==> config.mk <==
export PLATFORM = sky130hd
export DESIGN_NAME = cla_seq_adder_ctrl_flat
export DESIGN_NICKNAME = d
export VERILOG_FILES = /design/src/rtl/cla_seq_pkg.sv /design/src/rtl/cla_seq_adder_ctrl_if.sv /design/src/rtl/cla_16bit.sv /design/src/rtl/cla_seq_adder_ctrl.sv /design/src/flat_wrapper.sv
export SDC_FILE = /design/constraint.sdc
export NUM_CORES = 1
export LEC_CHECK = 0
export ABC_AREA = 0
export ABC_CLOCK_PERIOD_IN_PS = 5400
export BUFFER_PORTS_ARGS = -buffer_cell sky130_fd_sc_hd__buf_4
export CAP_MARGIN = 0
export CORE_ASPECT_RATIO = 1.25
export CORE_MARGIN = 1.5
export CORE_UTILIZATION = 51
export CTS_BUF_LIST = sky130_fd_sc_hd__clkbuf_8
export CTS_CLUSTER_DIAMETER = 150
export DETAILED_ROUTE_END_ITERATION = 7
export PLACE_DENSITY = 0.88
export SLEW_MARGIN = 30
export SYNTH_ARGS = -nofsm -noshare
export SYNTH_HDL_FRONTEND = slang
export SYNTH_SLANG_ARGS = --single-unit
==> constraint.sdc <==
create_clock -name clk -period 5.4 [get_ports clk]
set_clock_uncertainty 0.15 [all_clocks]
set_input_delay 0.27 -clock clk [delete_from_list [all_inputs] [get_ports clk]]
set_output_delay 0.27 -clock clk [all_outputs]
set_load 0.01 [all_outputs]
==> src/rtl/cla_seq_pkg.sv <==
// Shared constants for the sequential multi-precision adder.
package cla_seq_pkg;
  localparam int WORD_W = 16;

  localparam logic [1:0] S_IDLE = 2'd0;
  localparam logic [1:0] S_RUN  = 2'd1;
  localparam logic [1:0] S_DONE = 2'd2;

  typedef enum logic [1:0] {
    ST_IDLE = S_IDLE,
    ST_RUN  = S_RUN,
    ST_DONE = S_DONE
  } state_e;
endpackage

==> src/rtl/cla_seq_adder_ctrl_if.sv <==
// Request/response bundle between a client and the sequential adder.
interface cla_seq_adder_ctrl_if
  import cla_seq_pkg::*;
#(
  parameter int WORDS = 4
);
  logic                      start;
  logic                      sub;
  logic [WORDS*WORD_W-1:0]   a;
  logic [WORDS*WORD_W-1:0]   b;
  logic                      busy;
  logic                      done;
  logic [WORDS*WORD_W-1:0]   result;
  logic                      carry_out;
  logic                      overflow;

  modport master (
    output start, sub, a, b,
    input  busy, done, result, carry_out, overflow
  );

  modport slave (
    input  start, sub, a, b,
    output busy, done, result, carry_out, overflow
  );
endinterface

==> src/rtl/cla_16bit.sv <==
// 16-bit two-level carry-lookahead adder: four 4-bit groups, group carries
// resolved by a second lookahead level.
module cla_16bit (
  input  logic [15:0] a,
  input  logic [15:0] b,
  input  logic        carry_start,
  output logic [15:0] sum,
  output logic        carry_out
);
  logic [15:0] g, p, c;
  logic [3:0]  gg, gp;
  logic [4:0]  gc;

  assign g = a & b;
  assign p = a ^ b;

  // Group generate/propagate, group carries, then per-bit carries inside each group
  always_comb begin
    gg = '0;
    gp = '0;
    gc = '0;
    c  = '0;
    for (int k = 0; k < 4; k++) begin
      gg[k] = g[4*k+3] | (p[4*k+3] & g[4*k+2]) | (p[4*k+3] & p[4*k+2] & g[4*k+1]) |
              (p[4*k+3] & p[4*k+2] & p[4*k+1] & g[4*k]);
      gp[k] = &p[4*k +: 4];
    end
    gc[0] = carry_start;
    gc[1] = gg[0] | (gp[0] & carry_start);
    gc[2] = gg[1] | (gp[1] & gg[0]) | (gp[1] & gp[0] & carry_start);
    gc[3] = gg[2] | (gp[2] & gg[1]) | (gp[2] & gp[1] & gg[0]) |
            (gp[2] & gp[1] & gp[0] & carry_start);
    gc[4] = gg[3] | (gp[3] & gg[2]) | (gp[3] & gp[2] & gg[1]) |
            (gp[3] & gp[2] & gp[1] & gg[0]) | (gp[3] & gp[2] & gp[1] & gp[0] & carry_start);
    for (int k = 0; k < 4; k++) begin
      c[4*k]   = gc[k];
      c[4*k+1] = g[4*k] | (p[4*k] & gc[k]);
      c[4*k+2] = g[4*k+1] | (p[4*k+1] & g[4*k]) | (p[4*k+1] & p[4*k] & gc[k]);
      c[4*k+3] = g[4*k+2] | (p[4*k+2] & g[4*k+1]) | (p[4*k+2] & p[4*k+1] & g[4*k]) |
                 (p[4*k+2] & p[4*k+1] & p[4*k] & gc[k]);
    end
  end

  assign sum       = p ^ c;
  assign carry_out = gc[4];
endmodule

==> src/rtl/cla_seq_adder_ctrl.sv <==
// Multi-precision add/subtract: one 16-bit CLA reused across WORDS slices,
// LSW first, with the carry chained through a register.
module cla_seq_adder_ctrl
  import cla_seq_pkg::*;
#(
  parameter int WORDS = 4
) (
  input logic                clk,
  input logic                rst,
  cla_seq_adder_ctrl_if.slave bus
);
  localparam int W  = WORDS * WORD_W;
  localparam int CW = $clog2(WORDS) + 1;

  state_e          state_q, state_d;
  logic [W-1:0]    a_sh_q, b_sh_q, res_q, res_nx;
  logic [CW-1:0]   cnt_q;
  logic            carry_q, cout_q, ovf_q;
  logic            accept, last;
  logic [WORD_W-1:0] sum;
  logic            add_co;

  cla_16bit u_cla (
    .a           (a_sh_q[WORD_W-1:0]),
    .b           (b_sh_q[WORD_W-1:0]),
    .carry_start (carry_q),
    .sum         (sum),
    .carry_out   (add_co)
  );

  // New slice enters at the top; after WORDS shifts the LSW sits at bit 0
  if (WORDS == 1) begin : g_one
    assign res_nx = sum;
  end else begin : g_multi
    assign res_nx = {sum, res_q[W-1:WORD_W]};
  end

  assign last = (state_q == ST_RUN) && (cnt_q == CW'(WORDS - 1));

  // Next-state logic; start is honoured only when no operation is in flight
  always_comb begin
    state_d = state_q;
    accept  = 1'b0;
    case (state_q)
      ST_IDLE, ST_DONE: begin
        accept  = bus.start;
        state_d = bus.start ? ST_RUN : ST_IDLE;
      end
      ST_RUN:  if (last) state_d = ST_DONE;
      default: state_d = ST_IDLE;
    endcase
  end

  // State register
  always_ff @(posedge clk or posedge rst) begin
    if (rst) state_q <= ST_IDLE;
    else     state_q <= state_d;
  end

  // Operand capture, slice shifting and carry chaining
  always_ff @(posedge clk or posedge rst) begin
    if (rst) begin
      a_sh_q  <= '0;
      b_sh_q  <= '0;
      res_q   <= '0;
      cnt_q   <= '0;
      carry_q <= 1'b0;
      cout_q  <= 1'b0;
      ovf_q   <= 1'b0;
    end else if (accept) begin
      a_sh_q  <= bus.a;
      b_sh_q  <= bus.sub ? ~bus.b : bus.b;
      carry_q <= bus.sub;
      cnt_q   <= '0;
    end else if (state_q == ST_RUN) begin
      a_sh_q  <= a_sh_q >> WORD_W;
      b_sh_q  <= b_sh_q >> WORD_W;
      res_q   <= res_nx;
      carry_q <= add_co;
      cnt_q   <= cnt_q + CW'(1);
      if (last) begin
        // b_sh already holds the inverted operand for subtraction
        ovf_q  <= (a_sh_q[WORD_W-1] == b_sh_q[WORD_W-1]) && (sum[WORD_W-1] != a_sh_q[WORD_W-1]);
        cout_q <= add_co;
      end
    end
  end

  assign bus.busy      = (state_q == ST_RUN);
  assign bus.done      = (state_q == ST_DONE);
  assign bus.result    = res_q;
  assign bus.carry_out = cout_q;
  assign bus.overflow  = ovf_q;
endmodule

==> src/flat_wrapper.sv <==
// flat-port wrapper written by rule: the top's interface ports become plain ports
module cla_seq_adder_ctrl_flat import cla_seq_pkg::*;
#(
  parameter int WORDS = 4
)
  (clk, rst, bus_start, bus_sub, bus_a, bus_b, bus_busy, bus_done, bus_result, bus_carry_out, bus_overflow);
  cla_seq_adder_ctrl_if #(.WORDS(WORDS)) bus_i ();
  input logic clk;
  input logic rst;
  input wire logic [$bits(bus_i.start)-1:0] bus_start;
  input wire logic [$bits(bus_i.sub)-1:0] bus_sub;
  input wire logic [$bits(bus_i.a)-1:0] bus_a;
  input wire logic [$bits(bus_i.b)-1:0] bus_b;
  output wire logic [$bits(bus_i.busy)-1:0] bus_busy;
  output wire logic [$bits(bus_i.done)-1:0] bus_done;
  output wire logic [$bits(bus_i.result)-1:0] bus_result;
  output wire logic [$bits(bus_i.carry_out)-1:0] bus_carry_out;
  output wire logic [$bits(bus_i.overflow)-1:0] bus_overflow;
  assign bus_i.start = bus_start;
  assign bus_i.sub = bus_sub;
  assign bus_i.a = bus_a;
  assign bus_i.b = bus_b;
  assign bus_busy = bus_i.busy;
  assign bus_done = bus_i.done;
  assign bus_result = bus_i.result;
  assign bus_carry_out = bus_i.carry_out;
  assign bus_overflow = bus_i.overflow;
  cla_seq_adder_ctrl #(.WORDS(WORDS)) u_core (.clk(clk), .rst(rst), .bus(bus_i));
endmodule
* Yosys cells after proc, flatten, opt, wreduce, memory -nomap -nowiden
Index checks and enable logic that the tools add are counted.
Storage, ports and cells: word-level logic and storage cells 162, register bits 200, output and inout port bits 68, latch bits 0, memory bits (writable) 0, bits of input ports 132, memory bits (read-only) 0, memories 0
Cells by class: bitwise operators 123, shift operators 0, reduce and logical (&&, ||, !) cells 11, multiply operators 0, divide/modulo/power cells 0, magnitude comparators 0, add/sub/neg operators 1, muxes and demuxes 13, equal/unequal tests 6
Operators with widths (count):
- $mux W64 | 5
- $and A1 B1 Y1 | 72
- $not A64 Y64 | 1
- $or A1 B1 Y1 | 46
- $xor A16 B16 Y16 | 2
- $and A16 B16 Y16 | 1
- $reduce_and A4 Y1 | 4
- $mux W3 | 2
- $mux W1 | 4
- $pmux W2 S2 | 1
- $add A3 B1 Y3 const B | 1
- $eq A3 B2 Y1 const B | 1
- $reduce_and A3 Y1 | 1
- $eq A2 B1 Y1 const B | 1
- $eq A2 B2 Y1 const B | 1
- $logic_and A1 B1 Y1 | 2
- $logic_not A2 Y1 | 1
- $mux W2 | 1
- $ne A2 B1 Y1 const B | 1
- $reduce_and A2 Y1 | 1
- $reduce_bool A2 Y1 | 1
- $reduce_or A2 Y1 | 1
- $eq A1 B1 Y1 | 1
- $ne A1 B1 Y1 | 1
- $not A1 Y1 | 1

* Logic depth before layout (Yosys ltp)
depth in word-level cells 14, depth in mapped cells 10, depth with buffers taken out 10

* Hierarchy
Synthesis repeated with hierarchy kept, for this count alone.
Unflattened totals: cells, all modules 1032, area, all modules 9449.1 um^2
Modules (own cells, without submodules):
- cla_seq_adder_ctrl | area each 8784.7 um^2, cells an instance 948, seq. area each 5004.8 um^2, times used 1
- cla_16bit | area each 664.4 um^2, cells an instance 84, seq. area each 0.0 um^2, times used 1

* Least setup slack after synthesis
OpenSTA, ideal clock, no wires.
kind register to register, start point register u_core.b_sh_q[0], end point register u_core.res_q[61], in the netlist u_core.bus.result[61], setup time 136 ps, setup slack 2705 ps, cell stages (with the launch flop) 11, data arrival time 2408 ps, path buffers 0, clock period less this slack 2695 ps, required time 5114 ps, cells stage by stage dfrtp_1 -> ha_1 -> a211oi_2 -> nor2_1 -> a21oi_4 -> a21boi_1 -> o21a_1 -> or2_2 -> fa_1 -> xnor2_1 -> o21ai_0
Between the ends: longest elaborated chain between the ends 9, elaborated cells between the ends (all ways) 13, those cells by class bitwise: 12; reduce/logical: 1
Ends and longest elaborated chain:
- start: declaration | line cla_seq_adder_ctrl.sv:16 | logic [W-1:0] a_sh_q, b_sh_q, res_q, res_nx;
- start signal: assignment | line cla_seq_adder_ctrl.sv:72 | b_sh_q <= bus.sub ? ~bus.b : bus.b;
- start signal: assignment | line cla_seq_adder_ctrl.sv:77 | b_sh_q <= b_sh_q >> WORD_W;
- $and A16 B16 Y16 | line cla_16bit.sv:14 | assign g = a & b;
- $and A1 B1 Y1 | line cla_16bit.sv:25 | (p[4*k+3] & p[4*k+2] & p[4*k+1] & g[4*k]);
- $or A1 B1 Y1 | line cla_16bit.sv:24 | gg[k] = g[4*k+3] | (p[4*k+3] & g[4*k+2]) | (p[4*k+3] & p[4*k+2] & g[4*k+1]) |
- $and A1 B1 Y1 | line cla_16bit.sv:31 | gc[3] = gg[2] | (gp[2] & gg[1]) | (gp[2] & gp[1] & gg[0]) |
- $or A1 B1 Y1 | line cla_16bit.sv:31
- $or A1 B1 Y1 * | line cla_16bit.sv:31
- $and A1 B1 Y1 * | line cla_16bit.sv:37 | c[4*k+1] = g[4*k] | (p[4*k] & gc[k]);
- $or A1 B1 Y1 * | line cla_16bit.sv:37
- $xor A16 B16 Y16 * | line cla_16bit.sv:44 | assign sum = p ^ c;
- end signal: assignment | line cla_seq_adder_ctrl.sv:78 | res_q <= res_nx;
- end: declaration | line cla_seq_adder_ctrl.sv:16
Every way passes the cells marked *; elsewhere a longest branch is shown, timed or not. A chain may end at the register's enable or synchronous reset.

* Worst setup path in the final report
start point register u_core.state_q[0], end point output port bus_busy
Between the ends: longest elaborated chain between the ends 1
Ends and longest elaborated chain:
- start: declaration | line cla_seq_adder_ctrl.sv:15 | state_e state_q, state_d;
- start signal: assignment | line cla_seq_adder_ctrl.sv:57 | else state_q <= state_d;
- $eq A2 B1 Y1 | line cla_seq_adder_ctrl.sv:89 | assign bus.busy = (state_q == ST_RUN);
- end: declaration | line flat_wrapper.sv:14 | output wire logic [$bits(bus_i.busy)-1:0] bus_busy;
Every way passes these cells.

==> metrics <==
outcome completed; async set-or-reset flop fraction in the synthesized netlist between 90% and 100%; Via density ~5.6; worst min-delay path category input port to register; Clock Latency Late Sink 0.48 ns; P&R area growth vs syn 34.7%; Rows between 50 and 60; Setup crit start u_core.state_q[0]; Placed Instances between 1000 and 1500; DRT iter0 DRCs 912; clock sink total 200; H-tree levels 4; total design power a little under 7 mW; maxcap violations 0; Seq/Total Area, Yosys between 50% and 60%; post-route cell area approximately 13000 um2; Worst Path Buf+Inv 3; #FFs+latches synth 200; Main synth FF type dfrtp_1; worst path arrival time around 3.2 ns; Place WS 2.26 ns; initial antenna violation count 3; dpl hpwl between 15 and 20 mm; crit path max-delay cell type buf_4; vias in the first global route slightly below 9000; distinct cell type count after synthesis 47; Slew @ Worst Pin 0.876 ns; GRT Residual Overflow 0; Yosys top cell area share 53.9%; most common cell in the synthesized netlist nand2_1; dpl cell area around 11000 um2; cell taking the most area after synthesis dfrtp_1; critical path launch point type register; area occupied by multi-input gates between 3000 and 4000 um2; worst path cell trace nand2b_4, inv_4, buf_4, buf_4; global placement routability congestion between 0.8 and 0.9; syn_nets between 1000 and 1500; Final Hold Vio Count 0; drt wl/cell ~18 um; Crit path max-delay family buffers and inverters; Crit Path Class register to output pin; crit path capture bus_busy; top cells by area, synth dfrtp_1 54%, nand2_1 15%, xor2_1 4.6%, a31oi_1 3.8%, a22oi_1 3.1%; worst path required time 4.98 ns; worst r2r dst u_core.b_sh_q[48]; die footprint 19000 um2; Die X approximately 120 um; top cells by count, synth 379 x nand2_1, 200 x dfrtp_1, 67 x nor2_1; crit path max fanout a little under 90; CP most frequent cell buf_4; ANT nets after route 0; GR Util All Layers 30.5%; post-layout minimum cycle time roughly 3.6 ns; relative slew slack 41.6%; Post-CTS Repair Setup Buffers 0; first-pass GRT wire length roughly 44 mm; Bufs on Longest Clock Path 2; Max Fclk between 0.2 and 0.3 GHz; Final Max Tran Viols 0; height of the chip 154 um; startpoint of the worst register-to-register path u_core.state_q[0]; Post-synth EDFFs 0; Syn. warnings 0; Crit path depth 4; final worst slack 1.78 ns; Core Util, Final a little over two thirds; synthesized area per cell a little over 9 um2; RSZ-0062 raised after global routing no; via count 8558; port bufs 199; critical path capture point type output pin; Reg2Reg Setup Slack ~2.1 ns; nets@finish roughly 1500; Post-Syn Area just over 9000 um2; post-CTS resize count 0; Reg2Reg Depth 6; Root Buffer clkbuf_8; Pleak around 6 nW; Fill cells ~1300; final non-filler cell total 1539; Core ar. approximately 18000 um2; pin count of the biggest net entering global routing 124; setup violators final 0; final hold slack ~0.065 ns; clk slew on worst S/H paths 0.10 ns; power per cell area 549 nW/um2; Sum Neg Setup Slack 0 ns; Mapped Cells between 1000 and 1500; total wire length ~28 mm; Pre-Repair DR Iteration Count 8; layout cells sized above 1 between 10% and 20%; final worst-path cycle share approximately two thirds; initial cell density of the core around 52%; max incr delay on CP roughly 0.82 ns; # DRC 0; peak supply drop about 0.34 mV; CTS Buf Count 17; CTS tree yes; Top-Level Pins 200; Reg area between 5000 and 6000 um2
==> worst reg2reg max path, cell delays in order (launching register included) <==
cell and delay (ns):
dfrtp_1 0.47, nand2b_4 0.58, inv_4 0.46, nor2_4 0.78, buf_4 0.51, nand2_1 0.15
o21ai_1 0.10
==> routing by layer <==
metal	routed length, um	global-route usage (%)	up-vias
met5	0	0	-
met4	1460	16.2	0
met3	1740	5.75	110
met2	14300	52.0	447
met1	10200	36.0	4079
li1	-	-	3922
==> area by class of cell <==
type	instances	share of cell area (%)
timing repair buffer	334	22.9
antenna	3	0.0600
clock buffer	17	1.87
inverter	9	0.320
clock inverter	13	0.890
multi-input combinational	735	31.7
sequential	200	40.0
tap	228	2.28
==> logic make-up after synthesis <==
kind of cell / after synthesis / synth area share (%)
compound gates: 176 / 13.0
xor+xnor: 71 / 6.70
fa+ha+maj: 22 / 3.29
buf+inv: 77 / 3.76
flops: 200 / 53.9
mux: 1 / 0.121
simple gates: 465 / 19.3
==> power by group <==
group          internal [mW]  total (mW)  switching, mW
logic                   1.34        3.26           1.92
clock network          0.330       0.892          0.562
registers               2.20        2.73          0.529
==> sequential cells by signal, indices dropped and copies added (netlist names) <==
register              flops
u_core.bus.carry_out      1
u_core.a_sh_q            64
u_core.bus.result        64
u_core.state_q            2
u_core.cnt_q              3
u_core.bus.overflow       1
u_core.carry_q            1
u_core.b_sh_q            64
==> worst min path at each step <==
stage	slack, ns	end	start	cells past startpoint
2_1_floorplan	0.24	u_core.a_sh_q[0]	bus_a[0]	2
3_3_place_gp	0.31	u_core.bus.result[4]	u_core.bus.result[4]	2
3_5_place_dp	0.28	u_core.bus.result[23]	rst	3
4_1_cts	0.005	u_core.b_sh_q[9]	bus_b[9]	4
5_1_grt	0.05	u_core.b_sh_q[9]	bus_b[9]	4
6_report	0.06	u_core.b_sh_q[9]	bus_b[9]	4
==> repair_timing <==
action                                  4_1_cts  5_1_grt
endpoints found under the setup margin        0        0
hold buffers                                128        0
hold endpoints to repair                    204        0
==> cells in the final DEF (no fill, tap or decap), types with 3 or more instances in the layout <==
cell / n
a21o_1: 3
a21oi_1: 8
a22o_1: 17
a22oi_1: 38
a31oi_1: 57
buf_4: 203
clkbuf_8: 17
clkinvlp_4: 3
dfrtp_1: 200
diode_2: 3
dlygate4sd3_1: 128
fa_1: 4
ha_1: 18
inv_1: 7
inv_6: 6
inv_8: 3
nand2_1: 379
nand3_1: 3
nor2_1: 66
nor3_1: 5
o21a_1: 3
o21ai_0: 27
o21ai_1: 3
o31ai_1: 3
xnor2_1: 22
xor2_1: 49
Note: power is estimated with default switching activity, not from simulation.
